==> src/rtl/seg_scan_ctrl.sv <==
`default_nettype none
// ============================================================================
// Module      : seg_scan_ctrl
// Description : Time-multiplexed scan controller for a common-anode
//               seven-segment display. Snapshots one of four 32-bit debug
//               sources once per frame and walks its nibbles across the
//               digits, inserting dead time at the start of every slot.
// Revision    : 1.0 - initial release
// ----------------------------------------------------------------------------
// Ports:
//   clk         in   system clock
//   rst_n       in   synchronous active-low reset
//   src0..src3  in   32-bit debug sources
//   src_sel     in   source select, sampled only at frame start
//   freeze      in   1 = keep the current snapshot at frame start
//   blank_lz    in   1 = blank leading-zero digits (digit 0 never blanked)
//   nibble      out  hex value for the shared segment decoder
//   digit_an    out  active-low digit enables (one-hot-low or all ones)
//   seg_blank   out  1 = segments forced off
//   frame_done  out  one-cycle pulse in the last cycle of a frame
// ============================================================================
module seg_scan_ctrl #(
  parameter int DIGITS   = 8,
  parameter int SCAN_DIV = 50000,
  parameter int DEAD     = 2
) (
  input  logic              clk,
  input  logic              rst_n,
  input  logic [31:0]       src0,
  input  logic [31:0]       src1,
  input  logic [31:0]       src2,
  input  logic [31:0]       src3,
  input  logic [1:0]        src_sel,
  input  logic              freeze,
  input  logic              blank_lz,
  output logic [3:0]        nibble,
  output logic [DIGITS-1:0] digit_an,
  output logic              seg_blank,
  output logic              frame_done
);

  localparam int DIVW = $clog2(SCAN_DIV);
  localparam int DIGW = (DIGITS > 1) ? $clog2(DIGITS) : 1;
  localparam int VISW = 4 * DIGITS;

  localparam logic [DIVW-1:0] c_div_last = DIVW'(SCAN_DIV - 1);
  localparam logic [DIVW-1:0] c_dead     = DIVW'(DEAD);
  localparam logic [DIGW-1:0] c_dig_last = DIGW'(DIGITS - 1);

  logic [DIVW-1:0] r_div;
  logic [DIGW-1:0] r_dig;
  logic [31:0]     r_snap;

  logic            w_div_wrap;
  logic            w_frame_start;
  logic [DIVW-1:0] w_div_nxt;
  logic [DIGW-1:0] w_dig_nxt;
  logic [31:0]     w_src;
  logic [31:0]     w_snap_nxt;
  logic [VISW-1:0] w_vis;
  logic [VISW-1:0] w_upper;
  logic            w_dead;
  logic            w_lz_blank;

  always_comb begin
    w_src = src0;
    case (src_sel)
      2'd0:    w_src = src0;
      2'd1:    w_src = src1;
      2'd2:    w_src = src2;
      default: w_src = src3;
    endcase
  end

  always_comb begin
    w_div_wrap    = (r_div == c_div_last);
    w_div_nxt     = w_div_wrap ? '0 : r_div + 1'b1;
    w_dig_nxt     = r_dig;
    if (w_div_wrap) begin
      w_dig_nxt = (r_dig == c_dig_last) ? '0 : r_dig + 1'b1;
    end
    w_frame_start = (r_div == '0) && (r_dig == '0);
    w_snap_nxt    = (w_frame_start && !freeze) ? w_src : r_snap;

    // Outputs are registered but must describe the cycle after the edge,
    // so they are decoded from next-state values. This is also what lets
    // the freshly loaded snapshot reach the first active cycle of digit 0.
    w_vis      = w_snap_nxt[VISW-1:0];
    w_dead     = (w_div_nxt < c_dead);
    w_upper    = w_vis >> {w_dig_nxt, 2'b00};
    w_lz_blank = blank_lz && (w_dig_nxt != '0) && (w_upper == '0);
  end

  always_ff @(posedge clk) begin
    if (!rst_n) begin
      r_div      <= '0;
      r_dig      <= '0;
      r_snap     <= '0;
      digit_an   <= '1;
      nibble     <= 4'h0;
      seg_blank  <= 1'b1;
      frame_done <= 1'b0;
    end else begin
      r_div  <= w_div_nxt;
      r_dig  <= w_dig_nxt;
      r_snap <= w_snap_nxt;
      if (w_dead) begin
        // Anti-ghosting gap: all anodes off, nibble keeps its last value.
        digit_an  <= '1;
        seg_blank <= 1'b1;
      end else begin
        digit_an  <= ~(DIGITS'(1) << w_dig_nxt);
        nibble    <= w_vis[{w_dig_nxt, 2'b00} +: 4];
        seg_blank <= w_lz_blank;
      end
      frame_done <= (w_dig_nxt == c_dig_last) && (w_div_nxt == c_div_last);
    end
  end

endmodule
`default_nettype wire

==> config.mk <==
export PLATFORM = sky130hd
export DESIGN_NAME = seg_scan_ctrl
export DESIGN_NICKNAME = d
export VERILOG_FILES = /design/src/rtl/seg_scan_ctrl.sv
export SDC_FILE = /design/constraint.sdc
export NUM_CORES = 1
export LEC_CHECK = 0
export ABC_AREA = 1
export CAP_MARGIN = 0
export CORE_ASPECT_RATIO = 2
export CORE_MARGIN = 5
export CORE_UTILIZATION = 51
export CTS_CLUSTER_DIAMETER = 60
export DETAILED_ROUTE_END_ITERATION = 8
export PLACE_DENSITY = 0.87
export SYNTH_ARGS = -nofsm -noshare
export SYNTH_HDL_FRONTEND = slang
export SYNTH_SLANG_ARGS = --single-unit
==> constraint.sdc <==
create_clock -name clk -period 3.3 [get_ports clk]
set_input_delay 0.66 -clock clk [delete_from_list [all_inputs] [get_ports clk]]
set_output_delay 0.66 -clock clk [all_outputs]
set_load 0.005 [all_outputs]
==> results of run 1 <==
cell usage after synthesis (2+ instances only):
master | count | area share
o21ai_0 | 15 | 0.016
nand2_4 | 4 | 0.0096
dfxtp_1 | 65 | 0.28
clkbuf_1 | 11 | 0.0088
o21ai_1 | 6 | 0.0064
nor2_2 | 6 | 0.0080
nand3_2 | 6 | 0.013
nand2_1 | 289 | 0.23
buf_4 | 2 | 0.0032
nand2_2 | 10 | 0.013
clkinv_1 | 4 | 0.0032
buf_2 | 15 | 0.016
buf_6 | 6 | 0.014
nand3_1 | 118 | 0.13
inv_2 | 7 | 0.0056
nand3b_1 | 3 | 0.0048
nor2_4 | 4 | 0.0096
ha_1 | 6 | 0.016
nor2_1 | 94 | 0.075
nand4_1 | 33 | 0.044
o21a_1 | 2 | 0.0032
xor2_1 | 2 | 0.0037
o21ai_2 | 2 | 0.0037
nor3_1 | 7 | 0.0075
inv_1 | 50 | 0.040
a21oi_1 | 21 | 0.022
or2_2 | 3 | 0.0040
final cells by class:
| cell class | count | area (µm²) |
|---|---|---|
| repair buffers | 163 | 1604 |
| flip-flops and latches | 65 | 1301 |
| inverters | 61 | 229.0 |
| multi-input cells | 638 | 2955 |
| fillers | 766 | 2500 |
| clock buffers | 9 | 225.2 |
| clock inverters | 7 | 70.07 |
| well taps | 102 | 127.6 |
report_power, final:
part,switching (mW),internal (mW)
sequential,0.0174,0.830
combinational,0.342,0.307
clock,0.369,0.584
total,0.728,1.72
layer usage:
metal	wire length (µm)	global-route usage	vias to the layer above
met5	0	0	-
li1	-	-	2863
met4	1008	0.1885	0
met3	952	0.05081	68
met1	5787	0.2762	2562
met2	8821	0.5285	220
layout by cell type (no fill, tap or decap), drive strengths merged, types with 6 or more instances in the layout:
cell type,Yosys,routed
a21oi,21,21
buf,24,16
clkbuf,11,9
clkdlybuf4s50,0,147
clkinv,4,8
dfxtp,65,65
ha,6,6
inv,57,58
nand2,303,303
nand3,124,124
nand4,33,33
nor2,104,104
nor3,7,7
o21ai,23,23
how the worst max path moves through the flow:
| stage | start | to | slack (ps) | depth (start not counted) |
|---|---|---|---|---|
| after detailed placement | src_sel[0] | seg_blank | 290 | 16 |
| after global routing | freeze | seg_blank | 370 | 16 |
| after floorplan | src_sel[0] | seg_blank | 1100 | 16 |
| final | src_sel[0] | seg_blank | 620 | 16 |
| after CTS | src_sel[0] | seg_blank | 640 | 16 |
| after global placement | src_sel[1] | seg_blank | 380 | 18 |
worst max-delay path, stage by stage:
cell and delay [ps]:
clkdlybuf4s50_1 610, inv_2 160, nor2_2 260, buf_4 230, nand2_1 80, nand3_1 70, nor2_1 50, o21a_1 180
nand3_1 100, nand3_1 90, nand2_1 80, nor2_1 40, nand3_1 90, nand2_1 50, nand3_1 90, nand2_1 50
logic make-up (layout without fill, tap and decap cells):
kind of cell    after synthesis  in the layout
compound gates               49             49
xor+xnor                      2              2
fa+ha+maj                     6              6
buf+inv                      96            240
flops                        65             65
simple gates                581            581
registers in the layout (all words and copies together) (netlist names):
register	count
r_div	16
r_dig	3
frame_done	1
seg_blank	1
digit_an	8
nibble	4
r_snap	32
metrics by stage:
step | setup WS [ps] | instance area (µm²) | total power, mW
final | 621.7 | 6513 | 2.448
after global routing | 366.1 | 6513 | 2.560
after CTS | 643.0 | 6513 | 2.449
after detailed placement | 291.8 | 6217 | 1.500
after global placement | 377.0 | 6217 | 1.495
after floorplan | 1100 | 4686 | 1.212
==> flow_metrics.tcl, run 1 <==
set metrics [dict create \
    syn_area_um2 4686 \
    ys_seq_elements 65 \
    fmax_ghz 0.3734 \
    drive_above_1_share 0.08165 \
    die_w_um 77.78 \
    clock_path_buffers 2 \
    grt_pass1_wl_um 26110 \
    whs_ps 472.1 \
    clk_latency_ps 340 \
    rows 49 \
    grt_max_degree 52 \
    portBuffers 147 \
    htree_num_levels 3 \
    numCtsBuffers 9 \
    synth_edf_count 0 \
    timing.rr.end "digit_an[7]" \
    cp_data_required_time_ps 3530 \
    crit_path_start_kind "primary input" \
    dieArea_um2 11320 \
    worstHoldStart "r_snap[6]" \
    syn-instance-count 799 \
    overflow 0 \
    wl_per_cell_um 15.86 \
    finalHoldViolCount 0 \
    antenna_found_initial 0 \
    avgSynthCellArea_um2 5.865 \
    synth.distinct_cells 35 \
    synth_fa_ha_area_frac 0.01602 \
    synth_mux_area_frac 0 \
    p_leak_nw 3.002 \
    path_clk_slew_ps 50 \
    async_flop_share 0 \
    fin_crit_sh 0.8116 \
    synth-simple-area-share 0.5538 \
    rsz0062_at_grt "no" \
    cap_violations 0 \
    die_height_um 145.6 \
    cts_tree "built" \
    reg2reg_setup_slack_ps 670 \
    hold_end "r_snap[6]" \
    ant_nets 0 \
    start_util 0.5199 \
    setup_viol 0 \
    vdd_ir_drop_max_mv 0.4037 \
    slew_violations 0 \
    power_density_nw_per_um2 376.0 \
    grt_pass1_vias 5552 \
    ios 148 \
    dr.pass1.iters 6 \
    viasPerCell 5.467 \
    nNetsFinal 1078 \
    grt_usage 0.2857 \
    reg2regPathDepth 15 \
    crit_type "in -> reg" \
    status "complete, no violations" \
    synth_top_family_by_area "simple AND/OR/NAND/NOR gates" \
    cp.arrival_ps 2910 \
    finalNonFillerCells 1045 \
    r2r_start "r_div[1]" \
    ys_seq_area_frac 0.2777 \
    worst_pin_slew_ps 568.6 \
    postCtsSetupBuffers 0 \
    synth_compound_area_frac 0.05661 \
    tns_ps 0 \
    antenna_cells 0 \
    drt_iter0_drc 369 \
    clockRootBuffer "clkbuf_16" \
    num_vias 5713 \
    final_core_util 0.7226 \
    postCtsHoldBufs 0 \
    syn_nets 939 \
    min_path_cells 2 \
    drt-total-wl_um 16570 \
    drc 0 \
    gp_congestion 0.9296 \
    clkSinkCount 65 \
    synth_xor_area_frac 0.003738 \
    synth_top_flop_cell "dfxtp_1" \
    yosysWarnings 0 \
    finClkSkew_ps 9.724 \
    placed_cells 1029 \
    cp-end-kind "flip-flop" \
    hp-class "reg -> reg" \
    relSlewSlack 0.6209 \
    coreArea_um2 9012 \
    critical_path.max_fanout 10 \
    post_cts_resized 0 \
    syn_to_final_growth_pct 38.99 \
    final.min_clock_period_ps 2678 \
    dp_hpwl_um 13020 \
]
Power figures use the tool's default switching activity.
==> inputs of run 2 (changes only) <==
--- a/config.mk
+++ b/config.mk
@@ -9,10 +9,10 @@
 export CAP_MARGIN = 0
 export CORE_ASPECT_RATIO = 2
 export CORE_MARGIN = 5
-export CORE_UTILIZATION = 51
+export CORE_UTILIZATION = 43
 export CTS_CLUSTER_DIAMETER = 60
 export DETAILED_ROUTE_END_ITERATION = 8
-export PLACE_DENSITY = 0.87
+export PLACE_DENSITY = 0.78
 export SYNTH_ARGS = -nofsm -noshare
 export SYNTH_HDL_FRONTEND = slang
 export SYNTH_SLANG_ARGS = --single-unit
==> constraint.sdc (replaced) <==
create_clock -name clk -period 2.35 [get_ports clk]
set_input_delay 0.47 -clock clk [delete_from_list [all_inputs] [get_ports clk]]
set_output_delay 0.47 -clock clk [all_outputs]
set_load 0.005 [all_outputs]
==> run 2 against run 1 <==
The flow now finishes with violations (setup timing). Via count up 16%. Die area is 17% higher. Register-to-register slack got worse by 830 ps. Setup slack lost 780 ps. Sequential cell count stayed put. Global-route usage down 0.10 points. First-iteration DRC count grew 48%. Clock skew about the same. Largest power group unchanged. Highest routed layer unchanged.
==> flow_metrics.tcl, run 2 (same netlist as run 1, synthesis figures left out) <==
set metrics [dict create \
    ios 148 \
    largest-register "r_snap" \
    clock_path_buffers 2 \
    die_height_um 157.6 \
    fmax_ghz 0.3985 \
    cp.arrival_ps 2760 \
    ant_nets 0 \
    reg2regPathDepth 18 \
    antenna_found_initial 0 \
    grt_pass1_wl_um 29730 \
    hold_end "r_snap[11]" \
    layout_setup_ws_ps -159.6 \
    slew_violations 0 \
    gp_congestion 0.9847 \
    reg_top3 "r_snap (32), r_div (16), digit_an (8)" \
    overflow 0 \
    worstHoldStart "r_snap[11]" \
    path_cells "ha_4, nand2_4, buf_6, inv_4, nand2_4, nor2_4, nand3b_1, nand2_8, clkinv_8, buf_4, nand3_1, nand2_2, nand2_1, nand2_2, nand3_2, nor2_2, nand3_2, nand2_1" \
    die_w_um 83.82 \
    reg2reg_setup_slack_ps -160 \
    htree_num_levels 3 \
    critical_path.max_fanout 7 \
    cp_data_required_time_ps 2600 \
    postCtsHoldBufs 0 \
    cap_violations 0 \
    final.min_clock_period_ps 2510 \
    drc 0 \
    num_vias 6626 \
    hp-class "reg -> reg" \
    grt_max_degree 52 \
    largest_register_ffs 32 \
    nNetsFinal 1182 \
    cp-end-kind "flip-flop" \
    clockRootBuffer "clkbuf_16" \
    rsz0062_at_grt "yes" \
    r2r_start "r_div[1]" \
    coreArea_um2 10810 \
    dieArea_um2 13210 \
    wl_per_cell_um 18.62 \
    dr.pass1.iters 6 \
    final_core_util 0.7468 \
    viasPerCell 5.582 \
    crit_path_start_kind "flip-flop" \
    worst_pin_slew_ps 590.8 \
    p_leak_nw 3.707 \
    crit_type "reg -> reg" \
    route.top_layer_used "met4" \
    antenna_cells 0 \
    status "finished with violations" \
    rows 54 \
    finalHoldViolCount 0 \
    failed_checks "setup timing" \
    drt-total-wl_um 22100 \
    cts_tree "built" \
    setup_viol 5 \
    wl_met1_um 7071 \
    clkSinkCount 65 \
    dp_hpwl_um 14200 \
    vdd_ir_drop_max_mv 0.4566 \
    relSlewSlack 0.6062 \
    grt_pass1_vias 6190 \
    drt_iter0_drc 545 \
    drive_above_1_share 0.2693 \
    tns_ps -373.3 \
    min_path_cells 2 \
    finClkSkew_ps 10.02 \
    timing.rr.end "seg_blank" \
    cp_slowest_cell "dfxtp_4" \
    final_cell_mix "244 x nand2_1, 145 x clkdlybuf4s50_1, 102 x nand3_1" \
    fin_crit_sh 1.068 \
    power_density_nw_per_um2 476.4 \
    grt_usage 0.2847 \
    dr_wl_met2_um 11420 \
    numCtsBuffers 9 \
    crit_buf_inv 4 \
    max_stage_delay_ps 370 \
    met3_length_um 1571 \
    syn_to_final_growth_pct 72.28 \
    totalPowerFinal_mw 3.846 \
    portBuffers 147 \
    start_util 0.4334 \
    crit_family "simple AND/OR/NAND/NOR gates" \
    path_clk_slew_ps 60 \
    clk_latency_ps 350 \
    layout_commonest_cell "nand2_1" \
]
## run 2: cell types whose count changed in the layout (fill, tap and decap cells not counted), sizes merged
cell           delta
clkdlybuf4s50     -2
buf             +100
clkinv            -3
nand2             +3
clkbuf            +2
dlygate4sd2       +2
clkinvlp          +2
## run 2: worst max-delay path by stage
stage                from         to  slack (ps)  cells after the start
2_1_floorplan    r_dig[0]  seg_blank         330                     14
3_3_place_gp   src_sel[0]  seg_blank        -330                     19
3_5_place_dp   src_sel[0]  seg_blank        -380                     19
4_1_cts          r_div[1]  seg_blank           6                     21
5_1_grt          r_div[1]  seg_blank        -220                     19
6_report         r_div[1]  seg_blank        -160                     18
## run 2: repair_timing
item                                    CTS  global route
gates cloned                              4             3
endpoints found under the hold margin     0             0
gates resized for setup                  36           131
pin swaps                                13            51
setup buffers                             8            21
endpoints found under the setup margin   14            14
## run 2: through the flow
| stage | setup slack (ps) | hold slack (ps) | std cells | area (µm²) |
|---|---|---|---|---|
| floorplan | 330.8 | 450.8 | 799 | 4686 |
| CTS | 5.713 | 472.8 | 1164 | 7413 |
| global placement | -329.8 | 458.6 | 1136 | 6845 |
| finish | -159.6 | 473.3 | 1187 | 8073 |
| global route | -222.6 | 489.2 | 1187 | 8073 |
| detailed placement | -379.3 | 463.6 | 1136 | 6845 |
## run 2: layer usage
layer / up-vias / global-route usage
met5: - / 0
met4: 0 / 0.1933
met3: 161 / 0.05365
met2: 391 / 0.5583
met1: 2996 / 0.2583
li1: 3078 / -
## run 2: area by class of cell
type / instances / area, µm²
clock buffers: 10 / 239.0
clock inverters: 6 / 66.31
fillers: 767 / 2738
inverters: 61 / 261.5
multi-input cells: 641 / 3440
flip-flops and latches: 65 / 1309
well taps: 140 / 175.2
repair buffers: 264 / 2582
## run 2: worst register-to-register path, delay by kind of cell (launching register included)
| kind | cells | cell delay [ps] |
|---|---|---|
| and+or+nand+nor | 13 | 1470 |
| buffers and inverters | 4 | 430 |
| DFF | 1 | 370 |
| adders and majority gates | 1 | 160 |
## run 2: power by group
part	internal (mW)	total [mW]	switching (mW)	leakage, nW
Combinational	0.621	1.26	0.641	3.03
Clock	0.851	1.39	0.535	0.141
Sequential	1.17	1.20	0.0325	0.531
